<file path="src/rtl/dmem_arbiter.sv">
// dmem_arbiter: shares single-port DataMem between the CPU (master 0) and a burst loader (master 1).
// Optional macro DMEM_ARB_RR_EN: round-robin FREE-state ties; default build gives the CPU fixed priority.
module dmem_arbiter #(
  parameter int ADDR_W    = 32,
  parameter int DATA_W    = 32,
  parameter int BURST_MAX = 8
) (
  input  logic              clk,
  input  logic              rst,
  input  logic              m0_req,
  input  logic              m0_we,
  input  logic [ADDR_W-1:0] m0_addr,
  input  logic [DATA_W-1:0] m0_wdata,
  output logic              m0_gnt,
  output logic [DATA_W-1:0] m0_rdata,
  output logic              m0_rvalid,
  output logic              cpu_stall,
  input  logic              m1_req,
  input  logic              m1_we,
  input  logic [ADDR_W-1:0] m1_addr,
  input  logic [DATA_W-1:0] m1_wdata,
  input  logic              m1_last,
  output logic              m1_gnt,
  output logic [DATA_W-1:0] m1_rdata,
  output logic              m1_rvalid,
  output logic              mem_we,
  output logic [ADDR_W-1:0] mem_addr,
  output logic [DATA_W-1:0] mem_wdata,
  input  logic [DATA_W-1:0] mem_rdata
);

  localparam int CNT_W = $clog2(BURST_MAX + 1);
  localparam logic [CNT_W-1:0] LP_CNT_MAX = CNT_W'(BURST_MAX);
  localparam logic [CNT_W-1:0] LP_CNT_YLD = CNT_W'(BURST_MAX - 1);

  typedef enum logic [1:0] {ST_FREE = 2'd0, ST_LOCK1 = 2'd1, ST_YIELD = 2'd2} state_t;

  state_t            r_state;
  state_t            w_state_nxt;
  logic [CNT_W-1:0]  r_beat_cnt;
  logic [CNT_W-1:0]  w_beat_cnt_nxt;
  logic [CNT_W-1:0]  w_beat_inc;
  logic              r_last_gnt;
  logic              w_m0_gnt;
  logic              w_m1_gnt;
  logic              w_m0_tie_win;
  logic [DATA_W-1:0] r_m0_rdata;
  logic [DATA_W-1:0] r_m1_rdata;
  logic              r_m0_rvalid;
  logic              r_m1_rvalid;

`ifdef DMEM_ARB_RR_EN
  // last_gnt==1 means the loader went last, so the CPU takes this tie.
  assign w_m0_tie_win = r_last_gnt;
`else
  assign w_m0_tie_win = 1'b1;
`endif

  assign w_beat_inc = r_beat_cnt + CNT_W'(1);

  always_ff @(posedge clk or negedge rst) begin
    if (!rst) begin
      r_state    <= ST_FREE;
      r_beat_cnt <= '0;
      r_last_gnt <= 1'b1;
    end else begin
      r_state    <= w_state_nxt;
      r_beat_cnt <= w_beat_cnt_nxt;
      if (w_m0_gnt)      r_last_gnt <= 1'b0;
      else if (w_m1_gnt) r_last_gnt <= 1'b1;
    end
  end

  always_comb begin
    w_state_nxt    = r_state;
    w_beat_cnt_nxt = r_beat_cnt;
    case (r_state)
      ST_LOCK1: begin
        if (!m1_req || m1_last) begin
          w_state_nxt    = ST_FREE;
          w_beat_cnt_nxt = '0;
        end else begin
          // Count saturates so a burst that outlives an idle CPU still yields once it asks.
          w_beat_cnt_nxt = (r_beat_cnt == LP_CNT_MAX) ? r_beat_cnt : w_beat_inc;
          if ((r_beat_cnt >= LP_CNT_YLD) && m0_req) w_state_nxt = ST_YIELD;
        end
      end
      ST_YIELD: begin
        w_state_nxt    = ST_LOCK1;
        w_beat_cnt_nxt = '0;
      end
      default: begin
        if (w_m1_gnt && !m1_last) begin
          w_state_nxt    = ST_LOCK1;
          w_beat_cnt_nxt = CNT_W'(1);
        end else begin
          w_state_nxt    = ST_FREE;
          w_beat_cnt_nxt = '0;
        end
      end
    endcase
  end

  // An aborted lock (m1_req low) arbitrates exactly like FREE, where only the CPU can be asking.
  always_comb begin
    w_m0_gnt = 1'b0;
    w_m1_gnt = 1'b0;
    case (r_state)
      ST_LOCK1: begin
        if (m1_req) w_m1_gnt = 1'b1;
        else        w_m0_gnt = m0_req;
      end
      ST_YIELD: w_m0_gnt = m0_req;
      default: begin
        if (m0_req && m1_req) begin
          w_m0_gnt = w_m0_tie_win;
          w_m1_gnt = ~w_m0_tie_win;
        end else begin
          w_m0_gnt = m0_req;
          w_m1_gnt = m1_req;
        end
      end
    endcase
  end

  always_comb begin
    mem_we    = 1'b0;
    mem_addr  = '0;
    mem_wdata = '0;
    if (w_m0_gnt) begin
      mem_we    = m0_we;
      mem_addr  = m0_addr;
      mem_wdata = m0_wdata;
    end else if (w_m1_gnt) begin
      mem_we    = m1_we;
      mem_addr  = m1_addr;
      mem_wdata = m1_wdata;
    end
  end

  always_ff @(posedge clk or negedge rst) begin
    if (!rst) begin
      r_m0_rdata  <= '0;
      r_m1_rdata  <= '0;
      r_m0_rvalid <= 1'b0;
      r_m1_rvalid <= 1'b0;
    end else begin
      r_m0_rvalid <= w_m0_gnt & ~m0_we;
      r_m1_rvalid <= w_m1_gnt & ~m1_we;
      if (w_m0_gnt && !m0_we) r_m0_rdata <= mem_rdata;
      if (w_m1_gnt && !m1_we) r_m1_rdata <= mem_rdata;
    end
  end

  assign m0_gnt    = w_m0_gnt;
  assign m1_gnt    = w_m1_gnt;
  assign cpu_stall = m0_req & ~w_m0_gnt;
  assign m0_rdata  = r_m0_rdata;
  assign m1_rdata  = r_m1_rdata;
  assign m0_rvalid = r_m0_rvalid;
  assign m1_rvalid = r_m1_rvalid;

endmodule
</file>
<file path="config.mk">
export PLATFORM = sky130hd
export DESIGN_NAME = dmem_arbiter
export DESIGN_NICKNAME = d
export VERILOG_FILES = /design/src/rtl/dmem_arbiter.sv
export SDC_FILE = /design/constraint.sdc
export NUM_CORES = 1
export LEC_CHECK = 0
export CORE_AREA = 2 2 117 119
export DETAILED_ROUTE_END_ITERATION = 10
export DIE_AREA = 0 0 119 121
export PLACE_DENSITY = 0.7
export SETUP_SLACK_MARGIN = 0.1
export SLEW_MARGIN = 10
export SYNTH_ARGS = -nofsm -noshare
export SYNTH_HDL_FRONTEND = slang
export SYNTH_SLANG_ARGS = --single-unit
</file>
<file path="constraint.sdc">
create_clock -name clk -period 2.5 [get_ports clk]
set_clock_uncertainty 0.1 [all_clocks]
set_input_delay 0.5 -clock clk [delete_from_list [all_inputs] [get_ports clk]]
set_output_delay 0.5 -clock clk [all_outputs]
set_load 0.01 [all_outputs]
</file>
---- Yosys cells after proc, flatten, opt, wreduce, memory -nomap -nowiden ----
Index checks and enable logic that the tools add are counted.
W data, S select, Z words.
cells by class
  add/subtract/negate cells ............... 1
  $lt $le $gt $ge ......................... 1
  equality and inequality tests ........... 5
  muxes and demuxes ....................... 20
  bitwise logic cells ..................... 6
  reduce and logical (&&, ||, !) cells .... 10
operators by type and width
  cell                   count
  $mux W32               4
  $mux W1                8
  $mux W4                2
  $pmux W4 S2            1
  $ne A3 B3 Y1 const B   2
  $logic_and A1 B1 Y1    5
  $add A4 B1 Y4 const B  1
  $eq A4 B4 Y1 const B   1
  $ge A4 B3 Y1 const B   1
  $logic_not A1 Y1       4
  $mux W2                2
  $pmux W1 S2            2
  $pmux W2 S2            1
  $and A1 B1 Y1          3
  $not A1 Y1             3
  $eq A2 B1 Y1 const B   1
  $eq A2 B2 Y1 const B   1
  $logic_or A1 B1 Y1     1
storage, ports and cells
  register bits ........................... 72
  input bits .............................. 167
  output and inout port bits .............. 134
  logic and storage cells ................. 49

---- Depth between registers and ports, before layout ----
  word-level depth ........................ 6
  gate-level depth with buffers ........... 8

---- Worst setup path after synthesis ----
Ideal clock, no wire load.
  path type ............................... flip-flop to output port
  start ................................... register r_state[0]
  end ..................................... output mem_addr[0]
  data arrival time ....................... 1733 ps
  path slack .............................. 167 ps
  stages on the path, launching flop included .. 9
  buffers on the path ..................... 3
  path through ............................ dfrtp_1 inv_1 ha_1 buf_2 nor2_2 o221a_2 buf_2 buf_2 a22o_1
between the ends
  cells in the longest elaborated chain, start to end .. 4
  elaborated cells on any way between the ends .. 6
  classes of those cells .................. eq/ne (2); mux (4)
ends and longest elaborated chain
  what                                                 line  text
  from (decl)                                          38    state_t r_state;
  from (signal assigned)                               67    r_state <= w_state_nxt;
  $eq A2 B2 Y1 / $eq A2 B1 Y1 (equally long branches)  108   case (r_state)
  $pmux W1 S2                                          108
  $mux W32                                             134   end else if (w_m1_gnt) begin
  $mux W32 (*)                                         130   if (w_m0_gnt) begin
  to (decl)                                            27    output logic [ADDR_W-1:0] mem_addr,
Mark *: on every way between the ends. The rest lies on a longest branch, timed or not.

---- Final worst setup path ----
  start ................................... register r_state[1]
  end ..................................... output mem_wdata[1]
between the ends
  cells in the longest elaborated chain, start to end .. 4
  elaborated cells on any way between the ends .. 6
  classes of those cells .................. eq/ne (2); mux (4)
ends and longest elaborated chain
  what                                                 line  text
  $eq A2 B2 Y1 / $eq A2 B1 Y1 (equally long branches)  108
  $pmux W1 S2                                          108
  $mux W32                                             134
  $mux W32 (*)                                         130
  to (decl)                                            28    output logic [DATA_W-1:0] mem_wdata,
Marks and branches as above.

==> flow_summary.json <==
{
  "grt-busiest-layer": "met2",
  "ys_ff_latch": 72,
  "synthArstFlopShare_pct": 100,
  "final_util_pct": 58.7,
  "yosysMostFrequentCell": "dfrtp_1",
  "cts_tree": "yes",
  "ant_nets": 0,
  "critPathMaxFanout": 5,
  "synth.cell_area_sq_um": 3580,
  "cts_root_buf": "clkbuf_16",
  "h-tree-depth": 3,
  "grt_util_all_layers_pct": 22.9,
  "drc": 0,
  "gr-usage-met1_pct": 26.7,
  "fin_crit_ns": 2.66,
  "avgRoutedWirePerCell_microns": 21.6,
  "nets": 784,
  "clock_sinks": 72,
  "use_met3_pct": 8.46,
  "antenna_found_initial": 2,
  "drt-initial-drc-count": 157,
  "grt_max_degree": 38,
  "rsz0062_at_grt": "yes",
  "seq_area_frac_synth_pct": 50.3,
  "place_congestion": 0.988,
  "vdd_drop_max_mv": 0.443,
  "p_leak_nw": 3.42,
  "num_rows": 42,
  "synth_edf_count": 0,
  "synth_area_leader_cell": "dfrtp_1",
  "critical-path-top-delay-family": "buffers and inverters",
  "gr-total-overflow": 0,
  "cts_made_buffers": 9,
  "clock_path_buffers": 2,
  "critPathMaxStageDelay_ns": 0.43,
  "grt_pass1_wl_mm": 24.8,
  "fin_crit_sh_pct": 106,
  "clk_pin_slew_ns": 0.06,
  "crit_path_end_kind": "output port",
  "setup_ws_ns": -0.158,
  "max_slew_margin_pct": 58.4,
  "min_path_type": "input port to asynchronous set/reset pin",
  "synth.avg_cell_area_sq_um": 13.2,
  "synth_nets": 443,
  "drive_gt1_share_pct": 33.9,
  "wl_mm": 17.2,
  "synth_common_cells": "72 x dfrtp_1, 64 x a22o_1, 58 x mux2_2, 15 x buf_2, 10 x inv_1",
  "ys_types": 34,
  "hold_viol": 0,
  "setup_viol": 63,
  "fillers": 1081,
  "num_vias": 3853,
  "cp-start-kind": "flop",
  "drt-pass1-iter-count": 4,
  "start_util_pct": 27.4,
  "slowest_stage": "dfrtp_1",
  "dpl.hpwl_mm": 12.8,
  "via_per_inst": 4.85,
  "critPathKind": "flop to output port",
  "cap_violations": 0,
  "synth_top_area_share_pct": 50.3,
  "total_power_mw": 4.39,
  "use_met2_pct": 37.8,
  "tns_ns": -7.15,
  "yosys_warnings": 0,
  "status": "finished with violations",
  "synthFlopType": "dfrtp_1",
  "dieArea_sq_um": 14400,
  "fmax_ghz": 0.376,
  "die_h_microns": 121,
  "crit_required_ns": 1.90,
  "crit_chain": "ha_4, buf_6, o221a_4, buf_12, buf_16, a22o_1, buf_2",
  "io_buffers": 300,
  "core_sq_um": 13100,
  "crit_buf_inv": 4,
  "pin_count": 301,
  "violations": "negative setup slack",
  "syn2layout_area_growth_pct": 115,
  "synthTopCellsByArea": "dfrtp_1 50%, mux2_2 18%, a22o_1 16%",
  "grt_pass1_vias": 4028,
  "postCtsHoldBufs": 0,
  "critical_path_arrival_ns": 2.06,
  "power_density_nw_per_um2": 572,
  "finalMaxSlewViolations": 0,
  "clkLatencyLatePin_ns": 0.33,
  "die_w_microns": 119,
  "syn_inst": 271,
  "worst_pin_slew_ns": 0.623
}
## path summary, 6_finish.rpt
| path | startpoint | to | slack, ns | cells after the start |
|---|---|---|---|---|
| max in group asynchronous | rst | r_state[1] | 1.58 | 2 |
| min in group clk | m0_rdata[9] | m0_rdata[9] | 0.39 | 1 |
| worst max-delay path | r_state[1] | mem_wdata[1] | -0.16 | 7 |
| worst min register to register | m0_rdata[9] | m0_rdata[9] | 0.39 | 1 |
| worst min-delay path | rst | m1_rdata[8] | 0.08 | 1 |
| worst max register to register | r_state[1] | m1_rdata[30] | 0.17 | 9 |
## routing by layer
layer,wire [microns],up-vias
li1,-,1722
met1,6480,1886
met2,8480,208
met3,1610,35
met4,593,2
met5,13,-
## final cells by class
| type | count | area, sq um | area share (%) |
|---|---|---|---|
| clock inverter | 6 | 67.6 | 0.879 |
| tap | 176 | 220 | 2.87 |
| inverter | 10 | 37.5 | 0.488 |
| sequential | 72 | 1800 | 23.4 |
| multi-input combinational | 167 | 1770 | 23.0 |
| timing repair buffer | 352 | 3560 | 46.3 |
| antenna | 1 | 2.50 | 0.0326 |
| clock buffer | 10 | 229 | 2.98 |
## metrics by stage
step	worst slack [ns]	hold slack, ns	cells	area, sq um
floorplan	0.167	0.104	271	3580
global placement	-0.440	0.370	750	6940
CTS	-0.167	0.0964	782	7300
global route	-0.216	0.117	794	7680
detailed placement	-0.466	0.378	750	6940
finish	-0.158	0.0818	794	7680
## placed cells by master, fill, tap and decap left out, types with 7 or more instances in the layout
cell type	n
clkdlybuf4s50_1	230
clkbuf_16	11
a22o_1	62
buf_12	12
buf_2	46
buf_4	19
mux2_2	38
inv_1	8
buf_6	32
mux2_4	23
buf_16	7
dfrtp_1	72
## flip-flops by register name, summed over array words and instances, names as in the netlist
register    flops
m1_rdata       32
m0_rvalid       1
r_state         2
m0_rdata       32
m1_rvalid       1
r_beat_cnt      4
## kinds of logic (layout without fill, tap and decap cells)
| family | after synthesis | after routing | synth area share (%) |
|---|---|---|---|
| DFF | 72 | 72 | 50.3 |
| other | 0 | 1 | 0 |
| xor gates and xnor gates | 1 | 1 | 0.245 |
| muxes | 66 | 66 | 20.7 |
| AOI/OAI and AO/OA | 79 | 79 | 19.2 |
| and+or+nand+nor | 16 | 16 | 3.00 |
| adders and majority gates | 5 | 5 | 1.75 |
| buffers and inverters | 32 | 378 | 4.82 |
## where the power goes
group          total, mW  internal (mW)  switching [mW]
Sequential          1.48           1.37           0.108
Combinational       1.66           1.06           0.596
Clock               1.26          0.775           0.482
Total               4.39           3.21            1.19
## timing repair
item / 4_1_cts / 5_1_grt
gates cloned: 7 / 3
pin swaps: 4 / 10
setup buffers: 9 / 8
setup endpoints to repair: 68 / 67
gates resized for setup: 295 / 61
## worst register-to-register path: stages, from the launching register on
cell and delay (ns):
dfrtp_1 0.43, ha_4 0.25, buf_6 0.12, buf_4 0.12
buf_6 0.11, and2b_4 0.16, buf_6 0.12, o211ai_4 0.21
buf_12 0.25, mux2_4 0.35
(Power assumes the default switching activity.)
